File: config.mk
export PLATFORM = sky130hd
export DESIGN_NAME = zbt_point_writer
export DESIGN_NICKNAME = d
export VERILOG_FILES = /design/src/rtl/zbt_pkg.sv /design/src/rtl/zbt_write_pipe.sv /design/src/rtl/zbt_point_writer.sv
export SDC_FILE = /design/constraint.sdc
export NUM_CORES = 1
export LEC_CHECK = 0
export CAP_MARGIN = 20
export CORE_MARGIN = 2
export CORE_UTILIZATION = 25
export DETAILED_ROUTE_END_ITERATION = 10
export SETUP_SLACK_MARGIN = 0.2
export SYNTH_ARGS = -nofsm -noshare
export SYNTH_HDL_FRONTEND = slang
export SYNTH_HIERARCHICAL = 1
export SYNTH_SLANG_ARGS = --single-unit
File: constraint.sdc
create_clock -name clk -period 3.8 [get_ports clk]
set_input_delay 0.38 -clock clk [delete_from_list [all_inputs] [get_ports clk]]
set_output_delay 0.38 -clock clk [all_outputs]
set_load 0.01 [all_outputs]
File: src/rtl/zbt_pkg.sv
`default_nettype none
// +----------------------------------------------------------------------+
// | Package : zbt_pkg                                                      |
// | Shared definitions for the ZBT point writer: data word width,          |
// | default point table contents, sequencer state encoding and the         |
// | point packing helper.                                                  |
// | Revision: 1.0  initial release                                         |
// +----------------------------------------------------------------------+
package zbt_pkg;

  localparam int ZBT_DATA_W = 36;

  // Default point table, loaded into entries 0..3 on reset.
  localparam int DEF_X0 = 300;
  localparam int DEF_Y0 = 300;
  localparam int DEF_C0 = 'h3FC;
  localparam int DEF_X1 = 300;
  localparam int DEF_Y1 = 300;
  localparam int DEF_C1 = 'h0FC;
  localparam int DEF_X2 = 500;
  localparam int DEF_Y2 = 500;
  localparam int DEF_C2 = 'h0FC;
  localparam int DEF_X3 = 400;
  localparam int DEF_Y3 = 400;
  localparam int DEF_C3 = 'h1FC;

  typedef enum logic [1:0] {
    ST_IDLE  = 2'd0,
    ST_CLEAR = 2'd1,
    ST_WRITE = 2'd2,
    ST_DRAIN = 2'd3
  } state_t;

  // Entries beyond the four defaults reset to zero.
  function automatic int def_x(input int k);
    case (k)
      0:       return DEF_X0;
      1:       return DEF_X1;
      2:       return DEF_X2;
      3:       return DEF_X3;
      default: return 0;
    endcase
  endfunction

  function automatic int def_y(input int k);
    case (k)
      0:       return DEF_Y0;
      1:       return DEF_Y1;
      2:       return DEF_Y2;
      3:       return DEF_Y3;
      default: return 0;
    endcase
  endfunction

  function automatic int def_c(input int k);
    case (k)
      0:       return DEF_C0;
      1:       return DEF_C1;
      2:       return DEF_C2;
      3:       return DEF_C3;
      default: return 0;
    endcase
  endfunction

  // Inputs arrive zero-extended to the full word; fields land as
  // {zeros, x, y, colour} from MSB to LSB.
  function automatic logic [ZBT_DATA_W-1:0] pack_point(
    input logic [ZBT_DATA_W-1:0] x,
    input logic [ZBT_DATA_W-1:0] y,
    input logic [ZBT_DATA_W-1:0] c,
    input int                    coord_w,
    input int                    color_w
  );
    return (x << (coord_w + color_w)) | (y << color_w) | c;
  endfunction

endpackage
`default_nettype wire

File: src/rtl/zbt_write_pipe.sv
`default_nettype none
// +----------------------------------------------------------------------+
// | Module  : zbt_write_pipe                                               |
// | LAT-deep delay line aligning write data with the ZBT data phase.       |
// | Cycles without a write carry zero; reset flushes every stage.          |
// | Ports   : clk, reset, valid_i (write issued), data_i (packed word),    |
// |           data_o (word for the write issued LAT cycles earlier)        |
// | Revision: 1.0  initial release                                         |
// +----------------------------------------------------------------------+
module zbt_write_pipe #(
  parameter int LAT = 2,
  parameter int W   = 36
) (
  input  logic         clk,
  input  logic         reset,
  input  logic         valid_i,
  input  logic [W-1:0] data_i,
  output logic [W-1:0] data_o
);

  logic [W-1:0] stage_q [LAT];

  always_ff @(posedge clk) begin
    if (reset) begin
      for (int k = 0; k < LAT; k++) stage_q[k] <= '0;
    end else begin
      stage_q[0] <= valid_i ? data_i : '0;
      for (int k = 1; k < LAT; k++) stage_q[k] <= stage_q[k-1];
    end
  end

  assign data_o = stage_q[LAT-1];

endmodule
`default_nettype wire

File: src/rtl/zbt_point_writer.sv
`default_nettype none
// +----------------------------------------------------------------------+
// | Module  : zbt_point_writer                                             |
// | Loadable point table plus a burst sequencer that writes the first      |
// | 'count' entries into ZBT SRAM at BASE_ADDR+i under arbiter grants.     |
// | Optional macro ZBT_CLEAR_EN: zero CLEAR_LEN words before the points.   |
// | Ports   : clk, reset (sync, active-high)                               |
// |           tbl_we/tbl_idx/tbl_x/tbl_y/tbl_color : table load (IDLE)     |
// |           start/count     : burst request, count latched on start      |
// |           zbt_grant       : arbiter write grant                        |
// |           zbt_req/zbt_addr/zbt_we/zbt_data : ZBT write port            |
// |           busy/done       : burst status, done is a 1-cycle pulse      |
// | Revision: 1.0  initial release                                         |
// +----------------------------------------------------------------------+
module zbt_point_writer
  import zbt_pkg::*;
#(
  parameter  int N_ENTRIES = 4,
  parameter  int ADDR_W    = 19,
  parameter  int COORD_W   = 10,
  parameter  int COLOR_W   = 10,
  parameter  int BASE_ADDR = 0,
  parameter  int ZBT_LAT   = 2,
  parameter  int CLEAR_LEN = 1024,
  localparam int IDX_W     = $clog2(N_ENTRIES)
) (
  input  logic                  clk,
  input  logic                  reset,
  input  logic                  tbl_we,
  input  logic [IDX_W-1:0]      tbl_idx,
  input  logic [COORD_W-1:0]    tbl_x,
  input  logic [COORD_W-1:0]    tbl_y,
  input  logic [COLOR_W-1:0]    tbl_color,
  input  logic                  start,
  input  logic [IDX_W:0]        count,
  input  logic                  zbt_grant,
  output logic                  zbt_req,
  output logic [ADDR_W-1:0]     zbt_addr,
  output logic                  zbt_we,
  output logic [ZBT_DATA_W-1:0] zbt_data,
  output logic                  busy,
  output logic                  done
);

  localparam int CLR_W = $clog2(CLEAR_LEN) + 1;
  localparam int DRN_W = $clog2(ZBT_LAT) + 1;

  logic [COORD_W-1:0] tbl_x_q [N_ENTRIES];
  logic [COORD_W-1:0] tbl_y_q [N_ENTRIES];
  logic [COLOR_W-1:0] tbl_c_q [N_ENTRIES];

  state_t            state_q, state_d;
  logic [IDX_W:0]    cnt_q, cnt_d;
  logic [IDX_W:0]    idx_q, idx_d;
  logic [CLR_W-1:0]  clr_q, clr_d;
  logic [DRN_W-1:0]  drn_q, drn_d;
  logic              zdone_q, zdone_d;
  logic [ZBT_DATA_W-1:0] pipe_data;
  logic [IDX_W-1:0]  ent;

  assign ent = idx_q[IDX_W-1:0];

  // Table only accepts writes in IDLE so a running burst sees a frozen table.
  always_ff @(posedge clk) begin
    if (reset) begin
      for (int k = 0; k < N_ENTRIES; k++) begin
        tbl_x_q[k] <= COORD_W'(def_x(k));
        tbl_y_q[k] <= COORD_W'(def_y(k));
        tbl_c_q[k] <= COLOR_W'(def_c(k));
      end
    end else if (tbl_we && (state_q == ST_IDLE)) begin
      tbl_x_q[tbl_idx] <= tbl_x;
      tbl_y_q[tbl_idx] <= tbl_y;
      tbl_c_q[tbl_idx] <= tbl_color;
    end
  end

  always_ff @(posedge clk) begin
    if (reset) begin
      state_q <= ST_IDLE;
      cnt_q   <= '0;
      idx_q   <= '0;
      clr_q   <= '0;
      drn_q   <= '0;
      zdone_q <= 1'b0;
    end else begin
      state_q <= state_d;
      cnt_q   <= cnt_d;
      idx_q   <= idx_d;
      clr_q   <= clr_d;
      drn_q   <= drn_d;
      zdone_q <= zdone_d;
    end
  end

  always_comb begin
    state_d   = state_q;
    cnt_d     = cnt_q;
    idx_d     = idx_q;
    clr_d     = clr_q;
    drn_d     = drn_q;
    zdone_d   = 1'b0;
    zbt_req   = 1'b0;
    zbt_we    = 1'b0;
    zbt_addr  = '0;
    pipe_data = '0;
    busy      = (state_q != ST_IDLE);
    // A zero-length burst reports completion through its own register
    // so that busy never rises for it.
    done      = zdone_q;

    case (state_q)
      ST_IDLE: begin
        if (start) begin
          if (count == '0) begin
            zdone_d = 1'b1;
          end else begin
            cnt_d = (count > (IDX_W+1)'(N_ENTRIES)) ? (IDX_W+1)'(N_ENTRIES) : count;
            idx_d = '0;
            clr_d = '0;
            drn_d = '0;
`ifdef ZBT_CLEAR_EN
            state_d = ST_CLEAR;
`else
            state_d = ST_WRITE;
`endif
          end
        end
      end

      ST_CLEAR: begin
        zbt_req = 1'b1;
        if (zbt_grant) begin
          zbt_we   = 1'b1;
          zbt_addr = ADDR_W'(BASE_ADDR) + ADDR_W'(clr_q);
          if (clr_q == CLR_W'(CLEAR_LEN - 1)) begin
            state_d = ST_WRITE;
          end else begin
            clr_d = clr_q + 1'b1;
          end
        end
      end

      ST_WRITE: begin
        zbt_req = 1'b1;
        if (zbt_grant) begin
          zbt_we    = 1'b1;
          zbt_addr  = ADDR_W'(BASE_ADDR) + ADDR_W'(idx_q);
          pipe_data = pack_point(ZBT_DATA_W'(tbl_x_q[ent]), ZBT_DATA_W'(tbl_y_q[ent]),
                                 ZBT_DATA_W'(tbl_c_q[ent]), COORD_W, COLOR_W);
          if (idx_q == cnt_q - 1'b1) begin
            drn_d   = '0;
            state_d = ST_DRAIN;
          end else begin
            idx_d = idx_q + 1'b1;
          end
        end
      end

      ST_DRAIN: begin
        // The last drain cycle coincides with the final word on zbt_data.
        if (drn_q == DRN_W'(ZBT_LAT - 1)) begin
          done    = 1'b1;
          state_d = ST_IDLE;
        end else begin
          drn_d = drn_q + 1'b1;
        end
      end

      default: state_d = ST_IDLE;
    endcase
  end

  zbt_write_pipe #(
    .LAT (ZBT_LAT),
    .W   (ZBT_DATA_W)
  ) u_pipe (
    .clk     (clk),
    .reset   (reset),
    .valid_i (zbt_we),
    .data_i  (pipe_data),
    .data_o  (zbt_data)
  );

endmodule
`default_nettype wire

==> run metrics <==
Reg clk slew, reported paths about 0.06 ns; CP max stage delay 0.54 ns; share of layout cells above drive strength 1 13.0%; clk sinks roughly 220; Final Hold Viols 0; hold endpoint clr_q[1]$_SDFFE_PP0P_; max cap viols 0; Detailed Routing Iterations Pass 1 4; initial antenna violation count 9; aggregate global-route resource usage roughly 10%; Seq cells post-synth 216; CTS tree done; clock buffer count from CTS 23; Worst VDD drop 0.000359 V; most frequent CP cell inv_1; Vias 5,325; asr flop ratio synth 0%; PwrDens around 510 nW/um2; total of warnings raised by yosys 6; Final Net Count 815; status finished, final reports clean; Max-slew headroom 42.0%; cell count after synthesis 715; die height between 150 and 200 um; worst reg2reg endpoint tbl_y_q[2][5]$_SDFFCE_PN1P_; Worst setup SP type register; post-CTS setup repair buffer count 0; total power roughly 5.7 mW; cell row count 70; Yosys cell types 56; CP max FO 14; Buffers & Inverters on Critical Path 3; CP arrival 2.83 ns; RSZ-0062 raised after global routing no; worst skew pair latency 0.53 ns; Core ar. 36,600 um2; I/O pin count 99; global-route wire length before repair 31,100 um; Residual DRC 0; Starting Density 25.4%; Least-Margin Pin Slew 0.871 ns; CP delay by family, top buffers and inverters; Final GP Congestion 0.831; cts hold-fix bufs 0; Syn Area/Cell 13.0 um2; drt total wl 20,100 um; Final Skew 0.0226 ns; Worst setup EP type output pin; pins over their slew limit 0; HP Class in2reg; Data required, critical path 3.42 ns; Cell Chain, Critical Path inv_1 -> ha_1 -> inv_1 -> nor2_1 -> and2_1 -> clkdlybuf4s50_1; antenna-violating nets left 0; area grow syn2layout 20.5%; clock tree buffer depth 3; P_leak 3.78 nW; vias per cell 4.24; hpwl dp 13,000 um; Main synth FF type edfxtp_1; largest net degree at the start of global routing 77; Mapped Area 9300 um2; # port buffers 90; Tmin final approximately 3.2 ns; most common cell after layout, fill and taps aside edfxtp_1; post-cts resize count 0; CTS H-tree lvls 1; post-route clock period utilization roughly 84%; vias in the first global route 5,264; Clock Tree Root clkbuf_16; DIE WIDTH approximately 200 um; fmax 312 MHz; Seq/Total Area, Yosys between 50% and 60%; grt ovf 0; CP max stage cell clkdlybuf4s50_1; critical path type reg2out; reg2reg start state_q[1]$_SDFFE_PP0P_; Yosys top cell by area edfxtp_1; setup TNS 0 ns; Reg2Reg Depth 5; Setup violations, final 0; drt wl/cell 16.0 um; commonest cells after routing, fill and taps aside edfxtp_1, dfxtp_1, clkdlybuf4s50_1; drt initial violations approximately 300; die footprint between 30,000 and 40,000 um2; top cell type's share of synthesized area 38.7%; FF-to-FF setup slack 0.97 ns; number of cells on the critical path 6; Synth area leaders edfxtp_1, dfxtp_1, mux4_2; Post-synth EDFFs 120; Hold Path Depth 2; hold path startpoint reset
==> cells by family (layout without fill, tap and decap cells) <==
family	after synthesis	after routing	synth area share, %
AOI/OAI and AO/OA	55	55	4.37
adders and majority gates	8	8	1.08
other	1	19	0.0403
muxes	32	32	7.48
and+or+nand+nor	302	302	20.8
xor gates and xnor gates	3	3	0.605
buffers and inverters	98	154	6.18
DFF	216	216	59.4
==> cell usage after synthesis (all sizes together) (2+ instances only) <==
library cell	count
mux2i	2
nor4	2
o32ai	2
o21ai	9
dfxtp	96
inv	11
a211oi	3
nand4	4
a41oi	3
or2	4
and3b	37
nor4b	3
nor2b	67
a311oi	4
or3	14
a22oi	2
xor2	2
edfxtp	120
o31ai	2
clkbuf	27
nand3	8
mux4	30
nand2b	51
o311ai	2
o211ai	2
ha	8
nor3	2
buf	60
and2	68
o41ai	2
nand2	22
and4	3
nand3b	2
nor2	11
a21oi	11
a31oi	7
or4	2
==> flip-flops by register name, summed over array words and instances (netlist names), named ones only <==
register / count
tbl_y_q: 40
zdone_q: 1
tbl_x_q: 40
tbl_c_q: 40
u_pipe/stage_q: 72
clr_q: 11
cnt_q: 3
drn_q: 2
state_q: 2
idx_q: 3
==> metrics by stage <==
stage	std cells	cell area (um2)	util, %	setup slack [ns]	hold WS (ns)
after floorplan	728	9350	-	0.991	0.414
after global placement	1210	10400	28.5	0.997	0.423
after detailed placement	1210	10400	28.5	0.923	0.424
after CTS	1252	11200	30.6	0.537	0.300
after global routing	1253	11200	30.6	0.375	0.325
final	1257	11200	30.6	0.593	0.321
==> power breakdown <==
group / leakage, nW / switching, mW / internal [mW]
sequential: 1.83 / 0.0644 / 2.59
clock: 0.388 / 0.924 / 1.33
combinational: 1.57 / 0.480 / 0.342
total: 3.78 / 1.47 / 4.26
==> worst max-delay path by stage <==
stage | end | startpoint | slack [ns]
floorplan | tbl_c_q[3][0]$_DFFE_PP_ | state_q[0]$_SDFFE_PP0P_ | 0.99
global placement | tbl_x_q[2][2]$_SDFFCE_PN1P_ | tbl_we | 1.0
detailed placement | zbt_addr[6] | zbt_grant | 0.92
CTS | zbt_addr[6] | state_q[1]$_SDFFE_PP0P_ | 0.54
global route | zbt_addr[9] | state_q[1]$_SDFFE_PP0P_ | 0.38
finish | zbt_addr[4] | state_q[1]$_SDFFE_PP0P_ | 0.59
==> layout make-up <==
type                            count  area (um2)
Antenna cell                        5        12.5
Clock buffer                       31         678
Clock inverter                     11        93.8
Fill cell                        3670       25400
Inverter                           11        41.3
Multi-Input combinational cell    414        3280
Sequential cell                   216        5530
Tap cell                          468         586
Timing Repair Buffer              101         993
==> per-layer routing <==
metal  track usage (%)  part of all wire (%)  up-vias
met5                 0                  0.28        -
met4              2.67                   2.1        8
met3              3.11                   6.3       34
met2              16.1                    45      129
met1              14.0                    46     2551
li1                  -                     -     2603
==> worst reg2reg max path, cell delays in order, from the launching register on <==
cell and delay (ns):
dfxtp_1 0.33, inv_1 0.11, ha_1 0.36, nand2_1 0.52, nor4b_4 0.42, or2_2 0.70
(Power assumes the default switching activity.)
